**config.mk**
```make
export PLATFORM = sky130hd
export DESIGN_NAME = sha256_stream_ctrl
export DESIGN_NICKNAME = d
export VERILOG_FILES = /design/src/rtl/sha256_stream_ctrl.sv
export SDC_FILE = /design/constraint.sdc
export NUM_CORES = 1
export LEC_CHECK = 0
export ABC_CLOCK_PERIOD_IN_PS = 4600
export CORE_AREA = 2 2 312 314
export DETAILED_ROUTE_END_ITERATION = 8
export DIE_AREA = 0 0 314 316
export HOLD_SLACK_MARGIN = 0.02
export MAX_ROUTING_LAYER = met4
export PLACE_DENSITY = 0.53
export SLEW_MARGIN = 20
export SYNTH_ARGS = -nofsm -noshare
export SYNTH_HDL_FRONTEND = slang
export SYNTH_SLANG_ARGS = --single-unit
```
**constraint.sdc**
```tcl
create_clock -name clk -period 4.6 [get_ports clk]
set_clock_uncertainty 0.15 [all_clocks]
set_input_delay 0.46 -clock clk [delete_from_list [all_inputs] [get_ports clk]]
set_output_delay 0.46 -clock clk [all_outputs]
set_load 0.01 [all_outputs]
```
**src/rtl/sha256_stream_ctrl.sv**
```systemverilog
// SHA-256 stream controller: buffers a 512-bit block, feeds the expander, collects the digest
// and returns it to the transmitter as OUT_WIDTH-bit beats, chaining multi-block messages.
module sha256_stream_ctrl #(
    parameter int unsigned DATA_WIDTH   = 32,
    parameter int unsigned OUT_WIDTH    = 8,
    parameter int unsigned BLOCK_WORDS  = 16,
    parameter int unsigned DIGEST_WORDS = 8
) (
    input  logic                  clk,
    input  logic                  rst_n,
    input  logic                  in_valid_i,
    output logic                  in_ready_o,
    input  logic [DATA_WIDTH-1:0] in_data_i,
    input  logic                  in_last_i,
    output logic                  me_valid_o,
    output logic [DATA_WIDTH-1:0] me_data_o,
    output logic                  me_first_o,
    input  logic                  mc_valid_i,
    input  logic [DATA_WIDTH-1:0] mc_data_i,
    output logic                  out_valid_o,
    input  logic                  out_ready_i,
    output logic [OUT_WIDTH-1:0]  out_data_o,
    output logic                  out_last_o,
    output logic                  busy_o
);

    localparam int unsigned DigBits = DATA_WIDTH * DIGEST_WORDS;
    localparam int unsigned Beats   = DigBits / OUT_WIDTH;
    localparam int unsigned WcW     = $clog2(BLOCK_WORDS);
    localparam int unsigned DcW     = $clog2(DIGEST_WORDS);
    localparam int unsigned KW      = (Beats > 1) ? $clog2(Beats) : 1;

    localparam logic [WcW-1:0] WLast = WcW'(BLOCK_WORDS - 1);
    localparam logic [DcW-1:0] DLast = DcW'(DIGEST_WORDS - 1);
    localparam logic [KW-1:0]  KLast = KW'(Beats - 1);

    typedef enum logic [2:0] {StLoad, StFeed, StWait, StCollect, StSend} state_e;

    state_e                state_q;
    logic [WcW-1:0]        wcnt_q, fcnt_q;
    logic [DcW-1:0]        dcnt_q;
    logic [KW-1:0]         k_q;
    logic                  first_q, last_q, init_q;
    logic [DATA_WIDTH-1:0] blk_q [BLOCK_WORDS];
    logic [DigBits-1:0]    dig_q;
    logic                  me_valid_q, me_first_q;
    logic [DATA_WIDTH-1:0] me_data_q;
    logic                  out_valid_q, out_last_q;
    logic [OUT_WIDTH-1:0]  out_data_q;

    logic [WcW-1:0]     fcnt_inc;
    logic [KW-1:0]      k_inc;
    logic [DigBits-1:0] dig_in, dig_shift;

    // Digest words shift in from the bottom so H0 ends up in the top bits after the last word.
    assign dig_in    = {dig_q[DigBits-DATA_WIDTH-1:0], mc_data_i};
    assign dig_shift = dig_q << OUT_WIDTH;
    assign fcnt_inc  = fcnt_q + 1'b1;
    assign k_inc     = k_q + 1'b1;

    // init_q keeps in_ready low until the first clock after reset release.
    assign in_ready_o = init_q && (state_q == StLoad);
    assign busy_o     = (state_q != StLoad) || (wcnt_q != '0);

    assign me_valid_o  = me_valid_q;
    assign me_data_o   = me_data_q;
    assign me_first_o  = me_first_q;
    assign out_valid_o = out_valid_q;
    assign out_data_o  = out_data_q;
    assign out_last_o  = out_last_q;

    always_ff @(posedge clk or negedge rst_n) begin
        if (!rst_n) begin
            state_q     <= StLoad;
            wcnt_q      <= '0;
            fcnt_q      <= '0;
            dcnt_q      <= '0;
            k_q         <= '0;
            first_q     <= 1'b1;
            last_q      <= 1'b0;
            init_q      <= 1'b0;
            dig_q       <= '0;
            me_valid_q  <= 1'b0;
            me_data_q   <= '0;
            me_first_q  <= 1'b0;
            out_valid_q <= 1'b0;
            out_data_q  <= '0;
            out_last_q  <= 1'b0;
            for (int i = 0; i < BLOCK_WORDS; i++) blk_q[i] <= '0;
        end else begin
            init_q <= 1'b1;
            case (state_q)
                StLoad: begin
                    if (in_valid_i && in_ready_o) begin
                        blk_q[wcnt_q] <= in_data_i;
                        if (wcnt_q == WLast) begin
                            last_q     <= in_last_i;
                            wcnt_q     <= '0;
                            fcnt_q     <= '0;
                            me_valid_q <= 1'b1;
                            me_data_q  <= blk_q[0];
                            me_first_q <= first_q;
                            state_q    <= StFeed;
                        end else begin
                            wcnt_q <= wcnt_q + 1'b1;
                        end
                    end
                end
                StFeed: begin
                    if (fcnt_q == WLast) begin
                        me_valid_q <= 1'b0;
                        me_data_q  <= '0;
                        me_first_q <= 1'b0;
                        fcnt_q     <= '0;
                        state_q    <= StWait;
                    end else begin
                        fcnt_q    <= fcnt_inc;
                        me_data_q <= blk_q[fcnt_inc];
                    end
                end
                StWait: begin
                    if (mc_valid_i) begin
                        dig_q   <= dig_in;
                        dcnt_q  <= DcW'(1);
                        state_q <= StCollect;
                    end
                end
                StCollect: begin
                    if (mc_valid_i) begin
                        dig_q <= dig_in;
                        if (dcnt_q == DLast) begin
                            dcnt_q <= '0;
                            if (last_q) begin
                                first_q     <= 1'b1;
                                k_q         <= '0;
                                out_valid_q <= 1'b1;
                                out_data_q  <= dig_in[DigBits-1 -: OUT_WIDTH];
                                out_last_q  <= (KLast == '0);
                                state_q     <= StSend;
                            end else begin
                                first_q <= 1'b0;
                                state_q <= StLoad;
                            end
                        end else begin
                            dcnt_q <= dcnt_q + 1'b1;
                        end
                    end
                end
                StSend: begin
                    if (out_valid_q && out_ready_i) begin
                        if (k_q == KLast) begin
                            out_valid_q <= 1'b0;
                            out_last_q  <= 1'b0;
                            out_data_q  <= '0;
                            k_q         <= '0;
                            wcnt_q      <= '0;
                            fcnt_q      <= '0;
                            dcnt_q      <= '0;
                            state_q     <= StLoad;
                        end else begin
                            k_q        <= k_inc;
                            dig_q      <= dig_shift;
                            out_data_q <= dig_shift[DigBits-1 -: OUT_WIDTH];
                            out_last_q <= (k_inc == KLast);
                        end
                    end
                end
                default: state_q <= StLoad;
            endcase
        end
    end

endmodule

```
==> results of run 1 <==
-- cells in the final DEF, fill, tap and decap left out, types with 3 or more instances in the layout --
| cell type | Yosys | routed |
|---|---|---|
| sky130_fd_sc_hd__buf_4 | 5 | 28 |
| sky130_fd_sc_hd__mux2_2 | 345 | 345 |
| sky130_fd_sc_hd__bufinv_16 | 0 | 5 |
| sky130_fd_sc_hd__and3_1 | 4 | 3 |
| sky130_fd_sc_hd__a21oi_1 | 73 | 73 |
| sky130_fd_sc_hd__clkdlybuf4s50_1 | 0 | 114 |
| sky130_fd_sc_hd__clkbuf_8 | 0 | 27 |
| sky130_fd_sc_hd__nand3_4 | 12 | 13 |
| sky130_fd_sc_hd__xor2_1 | 4 | 3 |
| sky130_fd_sc_hd__inv_6 | 0 | 3 |
| sky130_fd_sc_hd__nand4_4 | 3 | 3 |
| sky130_fd_sc_hd__a21o_1 | 3 | 3 |
| sky130_fd_sc_hd__o32a_1 | 31 | 31 |
| sky130_fd_sc_hd__buf_12 | 1 | 14 |
| sky130_fd_sc_hd__nand4_1 | 3 | 3 |
| sky130_fd_sc_hd__mux2_4 | 90 | 90 |
| sky130_fd_sc_hd__clkinv_2 | 0 | 9 |
| sky130_fd_sc_hd__ha_1 | 10 | 9 |
| sky130_fd_sc_hd__dfrtp_1 | 825 | 823 |
| sky130_fd_sc_hd__clkbuf_1 | 121 | 24 |
| sky130_fd_sc_hd__diode_2 | 0 | 4 |
| sky130_fd_sc_hd__nor3b_1 | 11 | 9 |
| sky130_fd_sc_hd__a22o_1 | 14 | 14 |
| sky130_fd_sc_hd__inv_1 | 4 | 4 |
| sky130_fd_sc_hd__clkbuf_16 | 0 | 94 |
| sky130_fd_sc_hd__mux2_1 | 46 | 46 |
| sky130_fd_sc_hd__nand3_1 | 10 | 7 |
| sky130_fd_sc_hd__mux4_2 | 128 | 128 |
| sky130_fd_sc_hd__nand2_1 | 494 | 494 |
| sky130_fd_sc_hd__o21ai_0 | 293 | 293 |
| sky130_fd_sc_hd__mux2i_1 | 242 | 242 |
| sky130_fd_sc_hd__nor2_1 | 39 | 38 |
-- worst paths after layout --
path	start	to	slack, ns	depth (start not counted)
max	wcnt_q[2]$_DFFE_PN0P_	busy_o	1.08	3
min	mc_data_i[1]	dig_q[1]$_DFFE_PN0P_	0.26	2
max reg2reg	state_q[0]$_DFFE_PN0P_	blk_q[118]$_DFFE_PN0P_	1.25	4
min reg2reg	blk_q[7]$_DFFE_PN0P_	blk_q[7]$_DFFE_PN0P_	0.32	2
max in group asynchronous	rst_n	blk_q[148]$_DFFE_PN0P_	2.87	3
min in group asynchronous	rst_n	blk_q[163]$_DFFE_PN0P_	0.33	2
-- cells by family (layout without fill, tap and decap cells) --
family	Yosys count	after routing	share of synthesized area
AOI/OAI and AO/OA	427	427	0.0629
xor gates and xnor gates	5	5	0.00115
adders and majority gates	10	10	0.00329
buffers and inverters	245	330	0.0301
DFF	826	826	0.544
muxes	851	851	0.291
other	1	5	0.0000987
and+or+nand+nor	588	588	0.0673
-- report_power, final --
group	leakage [µW]	total (µW)	internal, µW	switching, µW
Sequential	0.0110	10000	8860	1140
Clock	0.00153	7510	4480	3030
Combinational	0.00821	5370	2720	2650
-- timing repair --
item	in CTS	in global routing
hold buffers	1	0
gates resized for setup	0	0
hold endpoints to repair	78	0
-- registers in the layout, indices dropped and copies added, names as in the netlist --
register	flops
out_last_o	1
first_q	1
init_q	1
blk_q	512
dig_q	248
fcnt_q	4
me_first_o	1
dcnt_q	3
last_q	1
k_q	5
out_valid_o	1
me_valid_o	1
wcnt_q	4
state_q	3
me_data_o	32
out_data_o	8
-- routing by layer --
layer  up-vias  share of wire  track usage
met4         0          0.028       0.0636
met3       170          0.047       0.0385
li1      10600              -            -
met5         -              0            -
met2       439           0.48        0.308
met1     11900           0.45        0.255
-- synth_stat cells (2+ instances only) --
| cell | instances | area, µm² |
|---|---|---|
| sky130_fd_sc_hd__xor2_1 | 4 | 35.0 |
| sky130_fd_sc_hd__buf_1 | 14 | 52.6 |
| sky130_fd_sc_hd__nand2_1 | 494 | 1850 |
| sky130_fd_sc_hd__o21a_1 | 2 | 15.0 |
| sky130_fd_sc_hd__mux2_2 | 345 | 3880 |
| sky130_fd_sc_hd__buf_4 | 5 | 37.5 |
| sky130_fd_sc_hd__clkbuf_1 | 121 | 454 |
| sky130_fd_sc_hd__buf_6 | 10 | 113 |
| sky130_fd_sc_hd__mux2_1 | 46 | 518 |
| sky130_fd_sc_hd__nand3_1 | 10 | 50.1 |
| sky130_fd_sc_hd__ha_1 | 10 | 125 |
| sky130_fd_sc_hd__o21ai_0 | 293 | 1470 |
| sky130_fd_sc_hd__or3_1 | 2 | 12.5 |
| sky130_fd_sc_hd__mux2_4 | 90 | 1350 |
| sky130_fd_sc_hd__dfrtp_1 | 825 | 20600 |
| sky130_fd_sc_hd__o32a_1 | 31 | 310 |
| sky130_fd_sc_hd__nand4_4 | 3 | 63.8 |
| sky130_fd_sc_hd__mux4_2 | 128 | 2880 |
| sky130_fd_sc_hd__a21o_1 | 3 | 22.5 |
| sky130_fd_sc_hd__buf_2 | 90 | 450 |
| sky130_fd_sc_hd__a22o_1 | 14 | 123 |
| sky130_fd_sc_hd__nand4_1 | 3 | 18.8 |
| sky130_fd_sc_hd__mux2i_1 | 242 | 2420 |
| sky130_fd_sc_hd__nor2_1 | 39 | 146 |
| sky130_fd_sc_hd__and3_1 | 4 | 25.0 |
| sky130_fd_sc_hd__nand3_4 | 12 | 210 |
| sky130_fd_sc_hd__inv_1 | 4 | 15.0 |
| sky130_fd_sc_hd__nor3b_1 | 11 | 82.6 |
| sky130_fd_sc_hd__a21oi_1 | 73 | 365 |
| sky130_fd_sc_hd__o211ai_1 | 2 | 15.0 |
-- final cells by class --
cell class	instances	area share
clock buffer	145	0.0649
antenna	4	0.000231
multi-input combinational	1882	0.375
timing repair buffer	159	0.0385
sequential	826	0.477
tap	1276	0.0368
clock inverter	22	0.00698
inverter	4	0.000346
-- worst max-delay path: stages (launching register included) --
cell	delay, ns
sky130_fd_sc_hd__dfrtp_1	0.55
sky130_fd_sc_hd__nor2_1	0.64
sky130_fd_sc_hd__nand4b_1	0.43
sky130_fd_sc_hd__clkdlybuf4s50_1	0.62
-- per-stage QoR --
stage                     total power, µW  setup slack, ns  hold slack [ns]   util  instances
after global placement              15300             1.31            0.303  0.419       4146
after floorplan                     13600             2.16           0.0144      -       2953
after global routing                24200            0.916            0.249  0.452       4318
final                               22900             1.08            0.259  0.452       4318
after CTS                           23200             1.02            0.213  0.451       4314
after detailed placement            15600             1.24            0.308  0.419       4146
==> results.md, run 1 <==
- Initial Util: 0.396
- Vias per cell: around 5.3
- Filler cells: roughly 8.6k
- H-tree lvl count: 3
- Worst-Margin Slew: 1.06 ns
- ANT nets after route: 0
- Number of warnings issued by yosys: 0
- CTS sink count: 826
- Horiz. Die Dim: roughly 310 µm
- Std-Cell Core Area: approximately 96000 µm²
- Detailed Route Iter0 Violations: 1530
- Synthesized area per cell: ~13 µm²
- Vias: approximately 23k
- IO Count: 116
- Highest clock frequency the design can meet: 0.284 GHz
- Maximum number of buffers from clock root to sink: 3
- Max-cap violations: 0
- Final Instance Area: 43400 µm²
- Placer congestion estimate: about 0.75
- Period Utilization, post-route: 0.765
- Initial antenna violation count: 7
- Critical Setup Path Class: flip-flop to output port
- Power per standard cell area: roughly 530 nW/µm²
- Drc violations: 0
- Mapped Cells: 2953
- Worst slew margin: 0.292
- Hold violation total from the final report: 0
- Proportion of synthesized flip-flops having asynchronous set or reset: 1.00
- Placed Instance Area: 40200 µm²
- DIE HEIGHT: 316 µm
- WP data required: between 3 and 4 ns
- Detail Placement HPWL: 53000 µm
- Number of distinct library cell variants in the gate-level netlist after synthesis: 53
- Setup_tns: 0 ns
- Global Route Usage Sum: 0.196
- Top fanout value on the critical path: 11
- Total count of max-transition violations in the final report: 0
- Pin count of the biggest net entering global routing: 168
- Total routed wirelength: 92200 µm
- CP endpoint kind: output port
- Die area: 99200 µm²
- Area used by multi-input combinational logic: between 15000 and 20000 µm²
- Source-to-sink clock delay at the later pin of the worst-skew pair: 0.67 ns
- Post-synthesis to final-layout area growth: 14.1%
- Number of input and output port buffers inserted: about 120
- Number of placement rows: 114
- Routed wire length per instance: 21.3 µm
- Proportion of layout cells with a drive suffix above 1: 0.258
- Number of nets in the finished design: 3046
- Sequential cell area: 20700 µm²
- Register clock-pin slew on the reported worst setup and hold paths: 0.06 ns
- Max VDD drop: 0.526 mV
- Via count of the first global-routing pass: 24.6k
- Unrepaired setup endpoints after global routing: false
- Number of CTS-inserted buffers: 93
- Number of buffers inserted to repair setup after CTS: 0
- CTS root buf: sky130_fd_sc_hd__clkbuf_16
- # setup viols final: 0
- Register area share after synthesis: 0.544
- Most used flip-flop cell after synthesis: sky130_fd_sc_hd__dfrtp_1
- Outcome: completed
- GRT overflow: 0
- Static leakage: 0.0207 µW
- 1st-pass router iterations: 5
- Cell area after technology mapping: around 38000 µm²
- Synth Register Bits: 826
- Number of enable-type register cells in the synthesized netlist: 0
- Worst EP arrival: between 2 and 3 ns
- Mapped Nets: 3033
- Wire length of the first global-routing pass: 147000 µm
- Clock period minus worst slack: 3.52 ns
- Clock tree from TritonCTS: done
- Category of the worst setup path launch point: flip-flop
- HP Class: primary input to flip-flop
Note: power is estimated with default switching activity, not from simulation.
==> run 2, diff against run 1 <==
--- a/config.mk
+++ b/config.mk
@@ -5,13 +5,13 @@
 export SDC_FILE = /design/constraint.sdc
 export NUM_CORES = 1
 export LEC_CHECK = 0
-export ABC_CLOCK_PERIOD_IN_PS = 4600
+export ABC_CLOCK_PERIOD_IN_PS = 3000
 export CORE_AREA = 2 2 312 314
 export DETAILED_ROUTE_END_ITERATION = 8
 export DIE_AREA = 0 0 314 316
 export HOLD_SLACK_MARGIN = 0.02
 export MAX_ROUTING_LAYER = met4
-export PLACE_DENSITY = 0.53
+export PLACE_DENSITY = 0.56
 export SLEW_MARGIN = 20
 export SYNTH_ARGS = -nofsm -noshare
 export SYNTH_HDL_FRONTEND = slang
==> constraint.sdc (replaced) <==
create_clock -name clk -period 3 [get_ports clk]
set_clock_uncertainty 0.15 [all_clocks]
set_input_delay 0.3 -clock clk [delete_from_list [all_inputs] [get_ports clk]]
set_output_delay 0.3 -clock clk [all_outputs]
set_load 0.01 [all_outputs]
==> run 2 against run 1 <==
Combinational power rose by 56%. Core utilization rose by 0.60 points. Routed wire length rose by 0.70%. Flip-flop and latch count did not move. Setup slack got worse by 0.81 ns. Critical path type unchanged. Critical endpoint unchanged. Largest power group unchanged.
==> results.md, run 2 (synthesis results as in run 1) <==
- IO Count: 116 (unchanged)
- Total chip power: 35100 µW (was 22900 µW)
- Detailed Route Iter0 Violations: 1662 (was 1530)
- Maximum number of buffers from clock root to sink: 3 (unchanged)
- Vias per cell: 5.36 (was 5.35)
- Startpoint of the worst-slack reg-to-reg timing path: state_q[2]$_DFFE_PN0P_ (was state_q[0]$_DFFE_PN0P_)
- # setup viols final: 0 (unchanged)
- Max VDD drop: 0.776 mV (was 0.526 mV)
- Max reg flops: 512 (unchanged)
- Fraction of power consumed by combinational cells: 0.238 (was 0.235)
- Number of nets in the finished design: 3094 (was 3046)
- Source-to-sink clock delay at the later pin of the worst-skew pair: 0.66 ns (was 0.67 ns)
- Detail Placement HPWL: 54700 µm (was 53000 µm)
- Total count of max-transition violations in the final report: 0 (unchanged)
- Proportion of layout cells with a drive suffix above 1: 0.272 (was 0.258)
- Post-layout util: 0.458 (was 0.452)
- Total routed wirelength: 92800 µm (was 92200 µm)
- Highest clock frequency the design can meet: 0.366 GHz
- Number of CTS-inserted buffers: 92 (was 93)
- WP data required: 2.55 ns (was 3.99 ns)
- Sequential group share of total power: 0.438 (was 0.437)
- Worst slew margin: 0.452 (was 0.292)
- Wire length of the first global-routing pass: 147000 µm (about the same)
- Number of buffers inserted to repair setup after CTS: 0 (unchanged)
- Biggest register: blk_q (unchanged)
- Category of the worst setup path launch point: flip-flop (unchanged)
- Clock share of power: 0.324 (was 0.328)
- Net switching power figure: 10400 µW (was 6820 µW)
- Die area: 99200 µm² (unchanged)
- Global Route Usage Sum: 0.196 (about the same)
- Worst-Margin Slew: 0.822 ns (was 1.06 ns)
- Number of placement rows: 114 (unchanged)
- Routed wire length per instance: 21.3 µm (about the same)
- Static leakage: 0.0210 µW (was 0.0207 µW)
- Clock period minus worst slack: 2.73 ns
- Period Utilization, post-route: 0.911
- Critical Setup Path Class: flip-flop to output port (unchanged)
- 1st-pass router iterations: 5 (unchanged)
- Register clock-pin slew on the reported worst setup and hold paths: 0.06 ns (about the same)
- H-tree lvl count: 3 (unchanged)
- Std-Cell Core Area: 96000 µm² (unchanged)
- Top fanout value on the critical path: 10 (was 11)
- Worst hold slack: 0.110 ns (was 0.259 ns)
- CTS root buf: sky130_fd_sc_hd__clkbuf_16 (unchanged)
- GRT overflow: 0 (unchanged)
- Initial Util: 0.396 (unchanged)
- Worst flop-to-flop path endpoint: blk_q[475]$_DFFE_PN0P_ (was blk_q[118]$_DFFE_PN0P_)
- Pin count of the biggest net entering global routing: 119 (was 168)
- Drc violations: 0 (unchanged)
- CTS sink count: 826 (unchanged)
- Hold violation total from the final report: 0 (unchanged)
- Setup_tns: 0 ns (unchanged)
- Vias: 23.4k (was 23.1k)
- Fraction of power spent switching nets: 0.297 (was 0.298)
- Unrepaired setup endpoints after global routing: false (unchanged)
- CP endpoint kind: output port (unchanged)
- Power per standard cell area: 800 nW/µm² (was 528 nW/µm²)
- HP Class: primary input to asynchronous set/reset pin (was primary input to flip-flop)
- Cell-internal power: 24700 µW (was 16100 µW)
- ANT nets after route: 0 (unchanged)
- Leading cell type in the layout, fill and taps excluded: sky130_fd_sc_hd__dfrtp_1 (unchanged)
- Via count of the first global-routing pass: 24.7k (was 24.6k)
- DIE HEIGHT: 316 µm (unchanged)
- Max-cap violations: 0 (unchanged)
- Register-to-register path setup slack: 0.41 ns (was 1.25 ns)
- Commonest non-fill, non-tap cells in the layout: sky130_fd_sc_hd__dfrtp_1 (823), sky130_fd_sc_hd__nand2_1 (494), sky130_fd_sc_hd__mux2_2 (345), sky130_fd_sc_hd__o21ai_0 (293), sky130_fd_sc_hd__mux2i_1 (242) (unchanged)
- Clock tree from TritonCTS: done (unchanged)
- Number of cells traversed by the worst register-to-register path: 6 (was 4)
- Worst EP arrival: 2.28 ns (was 2.91 ns)
- Initial antenna violation count: 3 (was 7)
- Post-synthesis to final-layout area growth: 15.6% (was 14.1%)
- Number of input and output port buffers inserted: 115 (unchanged)
- Horiz. Die Dim: 314 µm (unchanged)
- Placer congestion estimate: 0.781 (was 0.746)
- Outcome: completed (unchanged)
[run 2: cell count changes in the layout (fill, tap and decap cells not counted), moves of 2 or more]
cell                         before  now
sky130_fd_sc_hd__buf_12          14   34
sky130_fd_sc_hd__buf_4           28   57
sky130_fd_sc_hd__clkbuf_1        24   18
sky130_fd_sc_hd__clkbuf_16       94   96
sky130_fd_sc_hd__clkbuf_8        27   24
sky130_fd_sc_hd__clkinv_2         9   19
sky130_fd_sc_hd__clkinvlp_4       2    0
[run 2: critical path, cell delays in order, from the launching register on]
cell                            delay, ns
sky130_fd_sc_hd__dfrtp_1             0.41
sky130_fd_sc_hd__buf_4               0.19
sky130_fd_sc_hd__nor2_4              0.29
sky130_fd_sc_hd__nand4b_1            0.35
sky130_fd_sc_hd__dlygate4sd2_1       0.40
[run 2: per-stage QoR]
| stage | std cells | cell area [µm²] | setup WS (ns) |
|---|---|---|---|
| 2_1_floorplan | 2953 | 38000 | 0.559 |
| 3_3_place_gp | 4195 | 40800 | 0.432 |
| 3_5_place_dp | 4195 | 40800 | 0.403 |
| 4_1_cts | 4362 | 43900 | 0.173 |
| 5_1_grt | 4365 | 43900 | 0.116 |
| 6_report | 4366 | 43900 | 0.266 |
[run 2: worst max path at each step]
| stage | from | endpoint | slack (ns) |
|---|---|---|---|
| floorplan | fcnt_q[1]$_DFFE_PN0P_ | me_data_o[31]$_DFFE_PN0P_ | 0.56 |
| global placement | in_valid_i | blk_q[32]$_DFFE_PN0P_ | 0.43 |
| detailed placement | in_valid_i | blk_q[475]$_DFFE_PN0P_ | 0.40 |
| CTS | state_q[2]$_DFFE_PN0P_ | busy_o | 0.17 |
| finish | state_q[2]$_DFFE_PN0P_ | busy_o | 0.27 |
| global route | state_q[2]$_DFFE_PN0P_ | busy_o | 0.12 |
[run 2: timing repair]
action                                 4_1_cts  5_1_grt
hold buffers                                 1        0
endpoints found under the hold margin       52        0
resized for setup                            3        0
setup endpoints to repair                    1        0
[run 2: layout make-up]
| cell class | instances | area [µm²] |
|---|---|---|
| Sequential cell | 826 | 20700 |
| Inverter | 4 | 15.0 |
| Multi-Input combinational cell | 1882 | 16300 |
| Clock buffer | 138 | 2800 |
| Fill cell | 8567 | 52100 |
| Timing Repair Buffer | 208 | 2280 |
| Antenna cell | 4 | 10.0 |
| Clock inverter | 28 | 278 |
| Tap cell | 1276 | 1600 |
[run 2: layer usage]
| layer | vias up | track usage | share of wire |
|---|---|---|---|
| li1 | 10700 | - | - |
| met1 | 12100 | 0.267 | 0.46 |
| met2 | 436 | 0.304 | 0.47 |
| met3 | 156 | 0.0349 | 0.044 |
| met4 | 0 | 0.0533 | 0.023 |
| met5 | - | - | 0 |
[run 2: power groups by stage]
stage	clock, µW	sequential, µW	combinational [µW]
2_1_floorplan	0	14900	5890
3_3_place_gp	0	15400	8250
3_5_place_dp	0	15600	8470
4_1_cts	11700	15400	8500
5_1_grt	12200	15700	9150
6_report	11400	15400	8370
